**src/rtl/uart_rx_unit.sv**
```systemverilog
// 8N1 UART receiver with a one-entry valid/ready output buffer.
// The line is synchronised, a falling edge starts a frame, and every bit is sampled at mid-bit.
module uart_rx_unit #(
    parameter int CLK_PER_BIT = 868
) (
    input  logic        clk,
    input  logic        rstn,
    input  logic        rxd,
    output logic [31:0] rdata,
    output logic        rdata_valid,
    input  logic        rdata_ready
);

    localparam int CW = $clog2(CLK_PER_BIT);
    localparam logic [CW-1:0] HALF_LAST = CW'(CLK_PER_BIT / 2 - 1);
    localparam logic [CW-1:0] FULL_LAST = CW'(CLK_PER_BIT - 1);

    typedef enum logic [2:0] {
        S_IDLE  = 3'd0,
        S_START = 3'd1,
        S_DATA  = 3'd2,
        S_STOP  = 3'd3,
        S_BREAK = 3'd4
    } state_t;

    state_t         state_r;
    state_t         state_s;
    logic           sync1_r;
    logic           sync2_r;
    logic           hist_r;
    logic [CW-1:0]  cnt_r;
    logic [2:0]     bit_r;
    logic [7:0]     shift_r;

    logic           fall_s;
    logic           half_tick_s;
    logic           full_tick_s;
    logic           cnt_clr_s;
    logic           bit_clr_s;
    logic           shift_en_s;
    logic           good_stop_s;
    logic           consume_s;
    logic           load_s;

    assign fall_s      = hist_r & ~sync2_r;
    assign half_tick_s = (cnt_r == HALF_LAST);
    assign full_tick_s = (cnt_r == FULL_LAST);
    assign consume_s   = rdata_valid & rdata_ready;
    assign load_s      = good_stop_s & (~rdata_valid | rdata_ready);

    // Synchroniser and history flops; reset low so a held-low line never looks like a start.
    always_ff @(posedge clk or negedge rstn) begin
        if (!rstn) begin
            sync1_r <= 1'b0;
            sync2_r <= 1'b0;
            hist_r  <= 1'b0;
        end else begin
            sync1_r <= rxd;
            sync2_r <= sync1_r;
            hist_r  <= sync2_r;
        end
    end

    // FSM state register.
    always_ff @(posedge clk or negedge rstn) begin
        if (!rstn) begin
            state_r <= S_IDLE;
        end else begin
            state_r <= state_s;
        end
    end

    // FSM next-state logic.
    always_comb begin
        state_s = state_r;
        case (state_r)
            S_IDLE: begin
                if (fall_s) state_s = S_START;
                else        state_s = S_IDLE;
            end
            S_START: begin
                if (half_tick_s) state_s = sync2_r ? S_IDLE : S_DATA;
                else             state_s = S_START;
            end
            S_DATA: begin
                if (full_tick_s && (bit_r == 3'd7)) state_s = S_STOP;
                else                                 state_s = S_DATA;
            end
            S_STOP: begin
                if (full_tick_s) state_s = sync2_r ? S_IDLE : S_BREAK;
                else             state_s = S_STOP;
            end
            S_BREAK: begin
                if (sync2_r) state_s = S_IDLE;
                else         state_s = S_BREAK;
            end
            default: state_s = S_IDLE;
        endcase
    end

    // FSM control strobes for the counters, shifter and buffer.
    always_comb begin
        cnt_clr_s   = 1'b0;
        bit_clr_s   = 1'b0;
        shift_en_s  = 1'b0;
        good_stop_s = 1'b0;
        case (state_r)
            S_IDLE: begin
                cnt_clr_s = 1'b1;
                bit_clr_s = 1'b1;
            end
            S_START: begin
                cnt_clr_s = half_tick_s;
            end
            S_DATA: begin
                cnt_clr_s  = full_tick_s;
                shift_en_s = full_tick_s;
            end
            S_STOP: begin
                cnt_clr_s   = full_tick_s;
                good_stop_s = full_tick_s & sync2_r;
            end
            S_BREAK: begin
                cnt_clr_s = 1'b1;
            end
            default: begin
                cnt_clr_s = 1'b1;
                bit_clr_s = 1'b1;
            end
        endcase
    end

    // Bit-period counter, data bit index and LSB-first shift register.
    always_ff @(posedge clk or negedge rstn) begin
        if (!rstn) begin
            cnt_r   <= {CW{1'b0}};
            bit_r   <= 3'd0;
            shift_r <= 8'h00;
        end else begin
            if (cnt_clr_s) cnt_r <= {CW{1'b0}};
            else           cnt_r <= cnt_r + {{(CW-1){1'b0}}, 1'b1};
            if (bit_clr_s)       bit_r <= 3'd0;
            else if (shift_en_s) bit_r <= bit_r + 3'd1;
            else                 bit_r <= bit_r;
            if (shift_en_s) shift_r <= {sync2_r, shift_r[7:1]};
            else            shift_r <= shift_r;
        end
    end

    // One-entry output buffer: a new byte may replace one consumed at the same edge, else it is dropped.
    always_ff @(posedge clk or negedge rstn) begin
        if (!rstn) begin
            rdata       <= 32'h0000_0000;
            rdata_valid <= 1'b0;
        end else if (load_s) begin
            rdata       <= {24'h00_0000, shift_r};
            rdata_valid <= 1'b1;
        end else if (consume_s) begin
            rdata       <= rdata;
            rdata_valid <= 1'b0;
        end else begin
            rdata       <= rdata;
            rdata_valid <= rdata_valid;
        end
    end

endmodule

```
**config.mk**
```make
export PLATFORM = sky130hd
export DESIGN_NAME = uart_rx_unit
export DESIGN_NICKNAME = d
export VERILOG_FILES = /design/src/rtl/uart_rx_unit.sv
export SDC_FILE = /design/constraint.sdc
export NUM_CORES = 1
export LEC_CHECK = 0
export CAP_MARGIN = 40
export CORE_UTILIZATION = 45
export CTS_CLUSTER_DIAMETER = 40
export CTS_CLUSTER_SIZE = 30
export DETAILED_ROUTE_END_ITERATION = 10
export PLACE_DENSITY_LB_ADDON = 0.2
export SLEW_MARGIN = 20
export SYNTH_ARGS = -nofsm -noshare
export SYNTH_HDL_FRONTEND = slang
export SYNTH_SLANG_ARGS = --single-unit
export TNS_END_PERCENT = 1
```
**constraint.sdc**
```tcl
create_clock -name clk -period 2.3 [get_ports clk]
set_input_delay 0.23 -clock clk [delete_from_list [all_inputs] [get_ports clk]]
set_output_delay 0.23 -clock clk [all_outputs]
set_load 0.05 [all_outputs]
```
Yosys cells after proc, flatten, opt, wreduce, memory -nomap -nowiden

Cells that the tools add are included.

Word-level logic and storage cells: 46
Flip-flop bits (word level): 36
Output and inout bits: 33

$add $sub $neg: 2
Bitwise operators: 7
Muxes and demuxes: 15
Equal/unequal tests: 8
Reductions and logical operators: 5

Operator list:

| operator                                                                 | number |
|---|---|
| 3-bit case mux with 5 select lines                                       | 1 |
| 3-bit two-way mux                                                        | 4 |
| 10-bit by 1-bit adder with 10-bit output (second input constant)         | 1 |
| 10-bit == test (second input constant)                                   | 1 |
| 10-bit by 9-bit == test with 1-bit output (second input constant)        | 1 |
| 10-bit two-way mux                                                       | 1 |
| 3-bit by 2-bit == test with 1-bit output (second input constant)         | 2 |
| 3-bit == test (second input constant)                                    | 2 |
| 1-bit two-way mux                                                        | 6 |
| 1-bit AND                                                                | 4 |
| 2-bit two-way mux                                                        | 2 |
| 4-bit OR reduction                                                       | 1 |
| 3-bit by 1-bit adder with 3-bit output (second input constant)           | 1 |
| 3-bit by 1-bit == test with 1-bit output (second input constant)         | 1 |
| 3-bit logical NOT                                                        | 1 |
| 2-bit by 1-bit inequality test with 1-bit output (second input constant) | 1 |
| 1-bit inverter                                                           | 2 |
| 1-bit case mux with 2 select lines                                       | 1 |
| 2-bit nonzero test                                                       | 1 |
| 2-bit OR reduction                                                       | 1 |
| 1-bit logical AND                                                        | 1 |
| 1-bit bitwise OR                                                         | 1 |

Depth between registers and ports, before layout

Word-level depth: 5
Mapped depth: 7
Mapped depth without buffers: 6

Worst setup path before layout

No wires, ideal clock.

Path kind: register to register
Start point: register cnt_r[0]
End point: register rdata[0]
Setup slack: 348 ps
Arrival time: 1827 ps
Required time: 2175 ps
Buffers on the path: 1
Stages on the path, launching flop included: 7
Path through: dfrtp_1 -> ha_1 -> and4bb_1 -> nand4_1 -> or3b_1 -> buf_6 -> mux2_4

Word-level cells in the longest chain between the ends: 4

Ends and longest elaborated chain:

| what                   | RTL line | text |
|---|---|---|
| start, declared        | 31       | `logic [CW-1:0] cnt_r;` |
| start signal, assigned | 136      | `cnt_r <= {CW{1'b0}};` |
| start signal, assigned | 140      | `if (cnt_clr_s) cnt_r <= {CW{1'b0}};` |
| start signal, assigned | 141      | `else cnt_r <= cnt_r + {{(CW-1){1'b0}}, 1'b1};` |
| 10-bit == test         | 47       | `assign full_tick_s = (cnt_r == FULL_LAST);` |
| 1-bit AND              | 121      | `good_stop_s = full_tick_s & sync2_r;` |
| 1-bit two-way mux      | 107      | `case (state_r)` |
| 1-bit AND              | 49       | `assign load_s = good_stop_s & (~rdata_valid \| rdata_ready);` |
| end signal, assigned   | 156      | `rdata <= {24'h00_0000, shift_r};` |
| end signal, assigned   | 159      | `rdata <= rdata;` |
| end signal, assigned   | 162      | `rdata <= rdata;` |
| end, declared          | 9        | `output logic [31:0] rdata,` |

No other way between the ends.
A chain may end at the register's enable or synchronous reset.

Worst setup path in the final report

Start point: register cnt_r[0]
End point: register rdata[6]

Same word-level chain as after synthesis.

==> impl_results.md <==
* Status: completed
* Max Clk Rate at 0.449 GHz
* Die X at 67.4 um
* Initial DRC count at 37
* Layout area overhead at 8.46%
* RSZ-0062 raised after global routing: true
* R2r worst-path depth at 5
* Layout cells sized above 1 at 0.229
* FF+latch count, synth at 36
* Htree depth at 2
* Final Max Slew Viols at 0
* Multiplexer share of the synthesized area at 0.141
* Hold bufs inserted after CTS at 0
* Final setup viols at 0
* Sequential area share after synthesis at 0.469
* Fin crit share at 0.967
* DP HPWL at 2210 um
* First-pass GRT wire length at 5090 um
* Cells after Synth at 159
* Comb pwr share at 0.167
* Largest net degree at the start of global routing at 37
* Core area at 0.00406 mm^2
* R2R Path End: rdata[6]
* Non-filler instance count after layout at 225
* Metal2 WL at 1460 um
* # port buffers at 12
* Area contributors post-synth: dfrtp_1 (47%), mux2_4 (13%), buf_4 (9.4%), nor2_2 (2.9%), ha_1 (2.6%)
* Post-synth EDFFs at 0
* Yosys cell types at 39
* Max_cap viols at 0
* CTS root buf: clkbuf_8
* # rows at 23
* Sum Neg Setup Slack at 0 ns
* Post-synthesis xor/xnor area fraction at 0.0365
* CP Launch Type: register
* Top cell type by total area after synthesis: dfrtp_1
* Initial Util at 0.474
* Layout net count at 182
* Crit path max fanout at 8
* Adder-Cell Fraction of Synth Area at 0.0260
* Post-Route M1 WL at 1400 um
* Clock power frac at 0.346
* Reg power frac at 0.487
* Worst-Margin Slew at 0.544 ns
* Cell Area, Placed at 0.00198 mm^2
* Drt pass-1 iters at 4
* HP Class: in2async
* Initial antenna violation count at 0
* Share of Yosys cell area claimed by the top area cell type at 0.469
* Vias in the first global route at 1056
* LEAKAGE at 1.01 nW
* Number of top-level pins at 37
* Simple-gate area share of the yosys netlist at 0.161
* Relative slew slack at 0.637
* DR WL/cell at 13.3 um
* Fin area at 0.00208 mm^2
* Post-Syn Area at 0.00192 mm^2
* RR Startpoint: cnt_r[0]
* CP Data Required Time at 2.47 ns
* CTS tree: built
* Largest family of logic cells by synthesized area: simple AND/OR/NAND/NOR gates
* Clk_lat worst skew at 0.28 ns
* Mean Syn Cell Area at 12.1 um^2
* Worst Skew at 0.00377 ns
* Placed insts at 217
* Die H at 67.4 um
* Met3 WL at 96 um
* DR vias at 1100
* Via density at 4.89
* Drt drc at 0
* Die area at 0.00454 mm^2
* Routed Antenna Nets at 0
* Postcts setup bufs at 0
* GR Util All Layers at 0.153
* Cell Pwr Density at 748 mW/mm^2
* Num CTS Buffers at 5
* Internal power at 1.08 mW
* Crit. End Element: register
* Total gr overflow at 0
* DRT Wirelength at 3000 um
* Main synth FF type: dfrtp_1
* Yosys synthesis warning count at 0
* Clock Pin Slew Worst Setup and Hold Paths at 0.07 ns
* Critical Setup Path Class: reg2reg
* Resize count post-CTS at 0
* Sink Count at 36
* Fraction of registers with async set/reset at 1.00
* GPL Wtd Cong at 0.783
* DR top layer: met4
* Antenna diode count at 0
* Longest Clk Path Bufs at 2
* Area fraction in compound gates after synthesis at 0.0436
* Fin. Hold Viols at 0
* Reg-to-reg slack, setup at 0.07 ns
* Worst hold slack at 0.349 ns
* WP data arrival at 2.40 ns
* Worst vdd ir at 0.000550 V
* Final critical-path required period at 2.23 ns
* Net Sw Frac at 0.308
* Psw at 0.480 mW
-- layer usage --
metal | vias to the layer above | GRT usage
met5 | - | 0
met4 | 0 | 0.0559
met3 | 7 | 0.0456
met2 | 21 | 0.235
met1 | 546 | 0.202
li1 | 526 | -
-- state kept, by name (all words and copies together), names as in the netlist --
name / flops
sync2_r: 1
rdata: 8
sync1_r: 1
state_r: 3
rdata_valid: 1
bit_r: 3
shift_r: 8
hist_r: 1
cnt_r: 10
-- layout by cell type, fill, tap and decap left out, drive strengths merged, types with 5 or more instances in the layout --
cell,Yosys,routed
clkdlybuf4s50,0,12
clkbuf,1,6
dfrtp,36,36
nor2,16,16
mux2,16,16
conb,1,24
nand3,5,5
o21ai,7,7
-- cell usage after synthesis, drive strengths merged, types with 2 or more instances --
| cell | instances |
|---|---|
| nand2b | 2 |
| ha | 4 |
| o21ai | 7 |
| and2 | 2 |
| and4 | 2 |
| nor2 | 16 |
| and3 | 2 |
| xor2 | 4 |
| nand3 | 5 |
| buf | 28 |
| nor2b | 4 |
| xnor2 | 4 |
| dfrtp | 36 |
| nand2 | 3 |
| mux2i | 3 |
| nor3 | 2 |
| mux2 | 16 |
| or3b | 2 |
| nand4 | 2 |
-- worst max-delay path, cell delays in order, from the launching register on --
cell and delay [ns]:
dfrtp_1 0.46, ha_1 0.26, and4bb_1 0.22, nand4_1 0.17, or3b_1 0.63, mux2_4 0.37
-- per-stage QoR --
stage	power (mW)	setup WS [ns]	util
floorplan	1.01	0.348	-
global placement	1.03	0.145	0.487
detailed placement	1.03	0.0942	0.487
CTS	1.57	0.0679	0.514
global route	1.65	-0.0810	0.514
finish	1.56	0.0748	0.514
-- power by group through the flow --
stage,logic (mW),registers [mW],clock network [mW]
finish,0.260,0.760,0.540
CTS,0.264,0.758,0.551
floorplan,0.265,0.747,0
global route,0.290,0.771,0.588
global placement,0.259,0.768,0
detailed placement,0.262,0.771,0
-- how the worst max path moves through the flow --
stage / depth (start not counted) / endpoint / slack (ns) / from
final: 5 / rdata[6] / 0.07 / cnt_r[0]
after global routing: 5 / rdata[0] / -0.08 / cnt_r[0]
after CTS: 5 / rdata[6] / 0.07 / cnt_r[0]
after detailed placement: 5 / rdata[6] / 0.09 / cnt_r[0]
after global placement: 5 / rdata[5] / 0.15 / cnt_r[0]
after floorplan: 6 / rdata[0] / 0.35 / cnt_r[0]
-- kinds of logic (layout without fill, tap and decap cells) --
family | Yosys count | in the layout
AO/OA/AOI/OAI | 13 | 13
XOR/XNOR | 8 | 8
adder cells (fa/ha/maj) | 4 | 4
buffers and inverters | 30 | 23
flip-flops | 36 | 36
multiplexers | 19 | 19
other | 1 | 24
AND/OR/NAND/NOR | 48 | 48
-- area by class of cell --
type,count,area [um^2]
clock buffer,6,72.6
multi-input combinational,116,875
fill,365,1970
timing repair buffer,14,135
tap,50,62.6
sequential,36,901
clock inverter,2,35.0
inverter,1,3.75
No activity file was read; power rests on OpenSTA's default activity.
